<file path="src/rtl/layer_seq.sv">
// layer_seq: layer/image scheduler that sits above the NPU control fsm.
//
// One host command is accepted in IDLE. For every image the scheduler runs
// layer C1 and, when enabled, layer C2. Each layer is a CFG settle window
// followed by a one-cycle fsm_start and a RUN phase that waits for fsm_done.
// The ping-pong activation buffer select flips after every layer, and the
// completed-image count is kept in img_cnt. A RUN watchdog, an abort input
// and done/error interrupts are provided.
//
// Command handshake: a command transfers on a rising clock edge where
// cmd_valid and cmd_ready are both 1. cmd_ready is 1 only in IDLE. cmd_valid
// outside IDLE is ignored: nothing is queued and the host must present the
// command again once cmd_ready returns.
//
// Ports:
//   ck, rst           clock, asynchronous active-high reset
//   cmd_valid/ready   host command handshake
//   cmd_nimg          number of images in the job (0 completes immediately)
//   cmd_l2_en         run C2 after C1 for each image
//   abort             cancel the current job
//   fsm_start         one-cycle start pulse to the NPU fsm
//   fsm_done          NPU fsm done (level or pulse; only the rising edge counts)
//   c1_c2_n           layer select to ctrl_param (0 = C1, 1 = C2)
//   buf_sel           ping-pong buffer that holds the current layer input
//   npu_clr           one-cycle clear pulse for the NPU datapath/fsm
//   busy              job in progress (not IDLE, not ERR)
//   img_cnt           images completed in the current/last job
//   irq_done          one-cycle pulse on job completion
//   irq_err           watchdog error, held until abort
//   state_dbg         current scheduler state encoding
module layer_seq #(
  parameter int IMG_W   = 8,
  parameter int CFG_CYC = 2,
  parameter int TMO_W   = 20
) (
  input  logic             ck,
  input  logic             rst,
  input  logic             cmd_valid,
  output logic             cmd_ready,
  input  logic [IMG_W-1:0] cmd_nimg,
  input  logic             cmd_l2_en,
  input  logic             abort,
  output logic             fsm_start,
  input  logic             fsm_done,
  output logic             c1_c2_n,
  output logic             buf_sel,
  output logic             npu_clr,
  output logic             busy,
  output logic [IMG_W-1:0] img_cnt,
  output logic             irq_done,
  output logic             irq_err,
  output logic [2:0]       state_dbg
);

  typedef enum logic [2:0] {
    S_IDLE  = 3'd0,
    S_CFG   = 3'd1,
    S_START = 3'd2,
    S_RUN   = 3'd3,
    S_SWAP  = 3'd4,
    S_DONE  = 3'd5,
    S_ERR   = 3'd6
  } state_t;

  localparam int CW = (CFG_CYC > 1) ? $clog2(CFG_CYC) : 1;
  localparam logic [CW-1:0]    CFG_LAST = CW'(CFG_CYC - 1);
  localparam logic [TMO_W-1:0] WDOG_MAX = '1;

  state_t           state, state_d;
  logic [CW-1:0]    cfg_cnt, cfg_cnt_d;
  logic [TMO_W-1:0] wdog, wdog_d;
  logic [IMG_W-1:0] nimg_q, nimg_d;
  logic [IMG_W-1:0] img_d, img_inc;
  logic             l2_q, l2_d;
  logic             sel_d, buf_d, clr_d;
  logic             done_q, done_rise;

  // A level-held fsm_done is seen only once, on its rising edge.
  assign done_rise = fsm_done & ~done_q;
  assign img_inc   = img_cnt + 1'b1;

  assign cmd_ready = (state == S_IDLE);
  assign busy      = (state != S_IDLE) && (state != S_ERR);
  assign irq_err   = (state == S_ERR);
  assign state_dbg = state;

  always_ff @(posedge ck or posedge rst) begin
    if (rst) begin
      state   <= S_IDLE;
      cfg_cnt <= '0;
      wdog    <= '0;
      nimg_q  <= '0;
      l2_q    <= 1'b0;
      c1_c2_n <= 1'b0;
      buf_sel <= 1'b0;
      img_cnt <= '0;
      npu_clr <= 1'b0;
      done_q  <= 1'b0;
    end else begin
      state   <= state_d;
      cfg_cnt <= cfg_cnt_d;
      wdog    <= wdog_d;
      nimg_q  <= nimg_d;
      l2_q    <= l2_d;
      c1_c2_n <= sel_d;
      buf_sel <= buf_d;
      img_cnt <= img_d;
      npu_clr <= clr_d;
      done_q  <= fsm_done;
    end
  end

  always_comb begin
    state_d   = state;
    cfg_cnt_d = cfg_cnt;
    wdog_d    = wdog;
    nimg_d    = nimg_q;
    l2_d      = l2_q;
    sel_d     = c1_c2_n;
    buf_d     = buf_sel;
    img_d     = img_cnt;
    clr_d     = 1'b0;
    fsm_start = 1'b0;
    irq_done  = 1'b0;

    unique case (state)
      S_IDLE: begin
        if (cmd_valid && cmd_ready) begin
          nimg_d    = cmd_nimg;
          l2_d      = cmd_l2_en;
          img_d     = '0;
          sel_d     = 1'b0;
          cfg_cnt_d = '0;
          state_d   = (cmd_nimg == '0) ? S_DONE : S_CFG;
        end
      end
      S_CFG: begin
        // c1_c2_n is stable for CFG_CYC cycles so ctrl_param/dp settle.
        if (cfg_cnt == CFG_LAST) state_d = S_START;
        else                     cfg_cnt_d = cfg_cnt + 1'b1;
      end
      S_START: begin
        fsm_start = 1'b1;
        wdog_d    = '0;
        state_d   = S_RUN;
      end
      S_RUN: begin
        wdog_d = wdog + 1'b1;
        if (done_rise) begin
          state_d = S_SWAP;
        end else if (wdog == WDOG_MAX - 1'b1) begin
          // wdog reaches its all-ones value as the error is raised.
          state_d = S_ERR;
          clr_d   = 1'b1;
        end
      end
      S_SWAP: begin
        buf_d     = ~buf_sel;
        cfg_cnt_d = '0;
        if (!c1_c2_n && l2_q) begin
          sel_d   = 1'b1;
          state_d = S_CFG;
        end else begin
          img_d = img_inc;
          if (img_inc == nimg_q) begin
            state_d = S_DONE;
          end else begin
            sel_d   = 1'b0;
            state_d = S_CFG;
          end
        end
      end
      S_DONE: begin
        irq_done = 1'b1;
        state_d  = S_IDLE;
      end
      S_ERR: begin
        state_d = S_ERR;
      end
      default: state_d = S_IDLE;
    endcase

    // Abort wins over every transition of an active or errored job; all job
    // registers hold, and the NPU is cleared only if it may be running.
    if (abort && (state inside {S_CFG, S_START, S_RUN, S_SWAP, S_ERR})) begin
      state_d   = S_IDLE;
      fsm_start = 1'b0;
      cfg_cnt_d = cfg_cnt;
      wdog_d    = wdog;
      sel_d     = c1_c2_n;
      buf_d     = buf_sel;
      img_d     = img_cnt;
      clr_d     = (state == S_START) || (state == S_RUN);
    end
  end

endmodule

</file>
<file path="config.mk">
export PLATFORM = sky130hd
export DESIGN_NAME = layer_seq
export DESIGN_NICKNAME = d
export VERILOG_FILES = /design/src/rtl/layer_seq.sv
export SDC_FILE = /design/constraint.sdc
export NUM_CORES = 1
export LEC_CHECK = 0
export ABC_AREA = 1
export CAP_MARGIN = 20
export CORE_UTILIZATION = 55
export CTS_CLUSTER_DIAMETER = 60
export DETAILED_ROUTE_END_ITERATION = 12
export PLACE_DENSITY = 0.78
export RECOVER_POWER = 100
export SYNTH_ARGS = -nofsm -noshare
export SYNTH_HDL_FRONTEND = slang
export SYNTH_SLANG_ARGS = --single-unit
</file>
<file path="constraint.sdc">
create_clock -name ck -period 2.2 [get_ports ck]
set_clock_uncertainty 0.1 [all_clocks]
set_input_delay 0.66 -clock ck [delete_from_list [all_inputs] [get_ports ck]]
set_output_delay 0.66 -clock ck [all_outputs]
set_load 0.03 [all_outputs]
</file>
==> summary.txt <==
# IOs = 33
Fin nets = 426
Maximum VDD drop = 0.849 mV
R2R Path End = nimg_q[1]
Min Tclk post-route = 2.17 ns
Seq cells post-synth = 45
DP Worst Slack = -0.221 ns
Failing checks = DRC
Worst-Margin Slew = 1.11 ns
Clk root buf = clkbuf_8
Max Transition Viols Final = 0
Buffers on Ports = 32
# setup viols final = 0
Max-Cap Viols = 0
CTS buffer count = 5
Critical Path End Type = primary output
Vias in the first global route = 2,299
Most common cell after layout, fill and taps aside = nand2_1
Drt total wl = 6000 um
First-pass GRT wire length = 10,200 um
Starting Density = 59.0%
Critical path startpoint category = register
Cell family with most CP delay = buffers and inverters
Pwr Total = 3.14 mW
Commonest cells after routing, fill and taps aside = 90 x nand2_1, 46 x inv_1, 45 x dfrtp_1
Crit-path slowest cell = clkdlybuf4s50_1
Remaining Overflow, GRT = 0
Clk Latency, worst-skew pair = 0.31 ns
Library cells used by synthesis = 36
Critical path class = reg -> out
Core area = 4470 um^2
WP buf/inv = 1
1st-iter DRT viols = 187
Fin cells = 462
Data arrival, critical path = 1.41 ns
R2R setup slack = 0.30 ns
PnR worst setup slack = 0.0322 ns
DRC violations left = 1
Antenna diodes = 0
Crit-path cells = clkdlybuf4s50_1
Mapped Area = 2640 um^2
Worst path required time = 1.44 ns
Die height = 71.3 um
Worst Hold End = l2_q
Initial antenna violation count = 0
Worst-path maximum fanout = 4
Fin crit share = 98.5%
Clock Pin Slew Worst Setup and Hold Paths = 0.09 ns
Mean area per synthesized cell = 7.50 um^2
DRT Pass-1 Iters = 8
PwrDens = 969 nW/um^2
Core Rows = 24
Clock net sink count = 45
Placed Instances = 448
Worst hold stages = 2
RSZ-0062 raised after global routing = true
Hold WS = 0.382 ns
GR Util All Layers = 25.4%
Yosys warns = 0
Syn Nets = 369
CP peak stage delay = 0.69 ns
R2R Path Start = state_dbg[0]
Pleak = 1.55 nW
Die area = 5080 um^2
Vias per inst = 5.41
Pin count of the biggest net entering global routing = 46
Startpoint of the worst hold path = l2_q
Sequential share of the synthesized area = 42.7%
FMAX = 0.461 GHz
CTS tree = built
Post-DP HPWL = 4470 um
Worst Reg-to-Reg Cells = 8
Via count = 2,500
Fill count = 387
Post-route ant nets = 0
Max-slew headroom = 25.8%
Die extent in x = 71.3 um
Area Overhead vs Synth = 22.9%
HP Class = reg -> reg
Layout cells sized above 1 = 14.6%
CTS Hold Bufs = 0
Hold Vio Cnt, Final = 0
Routed WL per cell = 13.0 um
Gp weighted congestion = 0.895
Syn Inst Count = 352
Status = finished with violations
Max clock buf depth = 2
H-tree Lvls = 2
==> logic make-up after synthesis <==
group,after synthesis,share of synthesized area (%)
simple gates,193,35.2
fa+ha+maj,3,1.42
xor+xnor,2,0.664
compound gates,54,12.0
flops,45,42.7
buf+inv,55,8.01
==> metrics by stage <==
step | TNS [ns] | util, % | instance area (um^2)
2_1_floorplan | 0 | - | 2640
3_3_place_gp | -0.279 | 70.0 | 3130
3_5_place_dp | -0.844 | 70.0 | 3130
4_1_cts | 0 | 72.2 | 3230
5_1_grt | -0.0300 | 72.5 | 3240
6_report | 0 | 72.5 | 3240
==> layout make-up <==
| class | count | area, um^2 | share of cell area, % |
|---|---|---|---|
| Tap cell | 52 | 65.1 | 2.01 |
| Clock buffer | 5 | 68.8 | 2.12 |
| Inverter | 52 | 200 | 6.17 |
| Clock inverter | 3 | 21.3 | 0.656 |
| Multi-Input combinational cell | 252 | 1310 | 40.4 |
| Sequential cell | 45 | 1130 | 34.7 |
| Timing Repair Buffer | 53 | 450 | 13.9 |
==> synthesized netlist by cell type <==
| cell | instances | area share (%) |
|---|---|---|
| clkinv_1 | 1 | 0.14 |
| o21ai_1 | 6 | 1.1 |
| o21bai_1 | 1 | 0.28 |
| buf_2 | 1 | 0.19 |
| nand3_4 | 1 | 0.66 |
| xor2_1 | 1 | 0.33 |
| xnor2_1 | 1 | 0.33 |
| nand3_1 | 31 | 5.9 |
| o21ai_0 | 17 | 3.2 |
| o21a_1 | 2 | 0.57 |
| a32oi_1 | 1 | 0.33 |
| nand3_2 | 3 | 1.1 |
| a22oi_1 | 1 | 0.28 |
| nor4_1 | 3 | 0.71 |
| nor2_1 | 36 | 5.1 |
| nor3_1 | 8 | 1.5 |
| ha_1 | 3 | 1.4 |
| nand2_2 | 5 | 1.2 |
| nor2_4 | 6 | 2.6 |
| nand2_4 | 1 | 0.43 |
| clkbuf_1 | 1 | 0.14 |
| a21oi_1 | 9 | 1.7 |
| a31oi_1 | 1 | 0.24 |
| nand4_2 | 1 | 0.47 |
| inv_2 | 5 | 0.71 |
| o31ai_1 | 2 | 0.57 |
| nand4_1 | 2 | 0.47 |
| nor2_2 | 3 | 0.71 |
| o22ai_1 | 13 | 3.1 |
| nor3b_1 | 1 | 0.28 |
| inv_1 | 46 | 6.5 |
| a21oi_4 | 1 | 0.62 |
| buf_4 | 1 | 0.28 |
| nor3_4 | 2 | 1.2 |
| dfrtp_1 | 45 | 43 |
| nand2_1 | 90 | 13 |
==> sequential cells by signal, summed over array words and instances, names as in the netlist <==
name       count
wdog          20
state_dbg      3
npu_clr        1
nimg_q         8
c1_c2_n        1
cfg_cnt        1
buf_sel        1
img_cnt        8
l2_q           1
done_q         1
==> timing repair <==
item                                    CTS  global route
endpoints found under the hold margin     0             0
buffers inserted                          1             5
endpoints found under the setup margin    9             7
gates resized for setup                  12             9
==> per-layer routing <==
metal | wire, um | GRT usage (%) | vias to the layer above
li1 | - | - | 1264
met1 | 2910 | 36.2 | 1163
met2 | 2720 | 40.2 | 67
met3 | 316 | 5.49 | 6
met4 | 56 | 5.56 | 0
met5 | 0 | 0 | -
==> how the worst max path moves through the flow <==
stage	cells past startpoint	to	start	slack (ns)
after floorplan	4	busy	state_dbg[0]	0.04
after global placement	5	fsm_start	abort	-0.20
after detailed placement	5	fsm_start	abort	-0.22
after CTS	3	irq_err	state_dbg[0]	0.001
after global routing	6	fsm_start	state_dbg[1]	-0.03
final	1	img_cnt[6]	img_cnt[6]	0.03
==> report_power, final <==
| group | internal, mW | total, mW | switching (mW) |
|---|---|---|---|
| sequential | 1.03 | 1.19 | 0.164 |
| combinational | 0.559 | 1.42 | 0.864 |
| clock | 0.226 | 0.527 | 0.302 |
| total | 1.81 | 3.14 | 1.33 |
(Power assumes the default switching activity.)
==> RTL change (same settings) <==
`CFG_CYC`: 2 -> 4.
--- a/src/rtl/layer_seq.sv
+++ b/src/rtl/layer_seq.sv
@@ -32,3 +32,3 @@
   parameter int IMG_W   = 8,
-  parameter int CFG_CYC = 2,
+  parameter int CFG_CYC = 4,
   parameter int TMO_W   = 20
Check against the original RTL: not equivalent (Yosys sat finds a counterexample within 4 cycles, from zero or initial values and one cycle with rst high).
==> RTL change against the original RTL <==
Worst hold slack got worse by 0.0039 ns. Sequential cell count increased by 1. Final area increased by 0.66%. Register-to-register slack got worse by 0.13 ns. Critical endpoint is now img_cnt[7]. Area after synthesis increased by 2.6%. Critical path type unchanged. Largest cell class unchanged. Global-route usage increased by 0.52 points. Worst setup slack improved by 0.0070 ns. Wire length increased by 0.35%. Power increased by 2.5%. Core utilization decreased by 3.4 points.
==> RTL change: results (changes against the original RTL) <==
| Metric | Value |
|---|---|
| Setup WS pre-CTS | `-0.245 ns (-0.0234 ns)` |
| Switching pwr | `1380 uW (+4.0%)` |
| GR Util All Layers | `0.259 (+0.00516)` |
| Number of cells after detailed placement | `467 (+4.2%)` |
| CTS buffer count | `5 (unchanged)` |
| Mapped Nets | `368 (-0.27%)` |
| Hold_sp | `buf_sel` |
| Root buf cell | `clkbuf_8` |
| Status | `completed` |
| Synthesized area per cell | `7.74 um2 (+3.2%)` |
| Initial antenna violation count | `0 (unchanged)` |
| Synth warnings | `0 (unchanged)` |
| DRT Pass-1 Iters | `4 (-4)` |
| Seq/Total Area, Yosys | `0.425 (-0.00160)` |
| 1st-iter DRT viols | `184 (-1.6%)` |
| Arrival time at the worst endpoint | `1.40 ns` |
| Number of synthesized flops with an enable pin | `0 (unchanged)` |
| GP Congestion | `0.887 (-0.89%)` |
| Lkg Pwr | `0.00153 uW (-1.1%)` |
| Worst r2r src | `state_dbg[0]` |
| Synth area leaders | `dfrtp_1, nand2_1, inv_1` |
| Peak supply drop | `765 uV (-9.9%)` |
| Max incr delay on CP | `0.69 ns (about the same)` |
| Top post-synthesis cells by count | `nand2_1, inv_1, dfrtp_1` |
| Clock-pin transition on the worst setup and hold timing paths | `0.08 ns` |
| CP startpoint | `img_cnt[7]` |
| Number of global-route vias before repair | `2364 (+2.8%)` |
| Hold Crit Class | `flip-flop to flip-flop` |
| Cell Count, Final, Fillers Out | `477 (+3.2%)` |
| I/O Buffers | `32 (unchanged)` |
| Max-slew violation count | `0 (unchanged)` |
| Vias/cell | `5.18 (-4.3%)` |
| Placed cell area | `3250 um2 (+3.8%)` |
| Top_reg_cell synth | `dfrtp_1` |
| Slew margin rel. | `0.306 (+0.0473)` |
| Clk_lat worst skew | `0.31 ns (about the same)` |
| Post-synthesis cell type count | `37 (+2.8%)` |
| First-pass GRT wire length | `10500 um (+3.0%)` |
| Filler cell count | `393 (+1.6%)` |
| Largest net degree at the start of global routing | `47 (+2.2%)` |
| Final wirelength | `6020 um (+0.35%)` |
| Final Net Count | `427 (+0.23%)` |
| DP Wirelength | `4490 um (+0.48%)` |
| Clock Path Buffers | `2 (unchanged)` |
| CP Max Fanout | `4 (unchanged)` |
| Layout cell share with drive strength beyond 1 | `0.154 (+0.00732)` |
| MaxCap Viol Count | `0 (unchanged)` |
==> RTL change: cell count changes in the layout (fill, tap and decap cells not counted), moves of 4 or more <==
cell / before / now
nand4_1: 2 / 6
clkbuf_1: 3 / 7
buf_4: 17 / 21
o21ai_0: 19 / 25
nand2_1: 90 / 81
o22ai_1: 13 / 4
==> RTL change: worst paths after layout <==
path	slack, ns	to	cells past startpoint
setup / recovery	0.04	img_cnt[7]	1
min in group asynchronous	0.88	wdog[13]	3
hold reg to reg	0.38	buf_sel	1
max in group asynchronous	0.40	state_dbg[1]	3
setup reg to reg	0.17	state_dbg[1]	8
hold / removal	0.38	buf_sel	1
==> RTL change: logic make-up (layout without fill, tap and decap cells) <==
group / Yosys count / in the layout / synth area share
buffers and inverters: 64 / 124 / 0.0980
xor gates and xnor gates: 3 / 3 / 0.00971
adders and majority gates: 4 / 4 / 0.0185
muxes: 2 / 2 / 0.00739
and+or+nand+nor: 180 / 180 / 0.340
AOI/OAI and AO/OA: 51 / 51 / 0.102
DFF: 46 / 46 / 0.425
==> RTL change: per-stage QoR <==
stage                     setup TNS (ns)  power [uW]  hold slack, ns   util
after CTS                              0        3320           0.384  0.708
after floorplan                        0        2300           0.342      -
after global routing                   0        3470           0.396  0.691
after global placement            -0.389        2720           0.358  0.688
after detailed placement          -0.808        2780           0.369  0.688
final                                  0        3220           0.378  0.691
==> RTL change: timing repair <==
action | in CTS | in global routing
cloned | 0 | 0
buffers inserted | 1 | 1
setup endpoints to repair | 6 | 3
pin swaps | 1 | 1
resized for setup | 7 | 5
==> RTL change: layout make-up <==
type                    instances  area, um2  area share
inverters                      61        241      0.0740
multi-input cells             240       1260       0.386
repair buffers                 55        434       0.133
clock buffers                   7       86.3      0.0264
flip-flops and latches         46       1150       0.353
well taps                      67       83.8      0.0257
clock inverters                 1       5.00     0.00153
==> RTL change: power by group through the flow <==
stage / combinational (uW) / sequential, uW / clock [uW]
2_1_floorplan: 959 / 1340 / 0
3_3_place_gp: 1440 / 1290 / 0
3_5_place_dp: 1480 / 1300 / 0
4_1_cts: 1480 / 1280 / 559
5_1_grt: 1580 / 1310 / 588
6_report: 1390 / 1280 / 547
==> RTL change: layer usage <==
layer	up-vias	track usage	wire length [um]
met5	-	0	0
met4	0	0.0871	81
met3	9	0.0472	239
met2	53	0.412	2950
met1	1157	0.359	2750
li1	1252	-	-
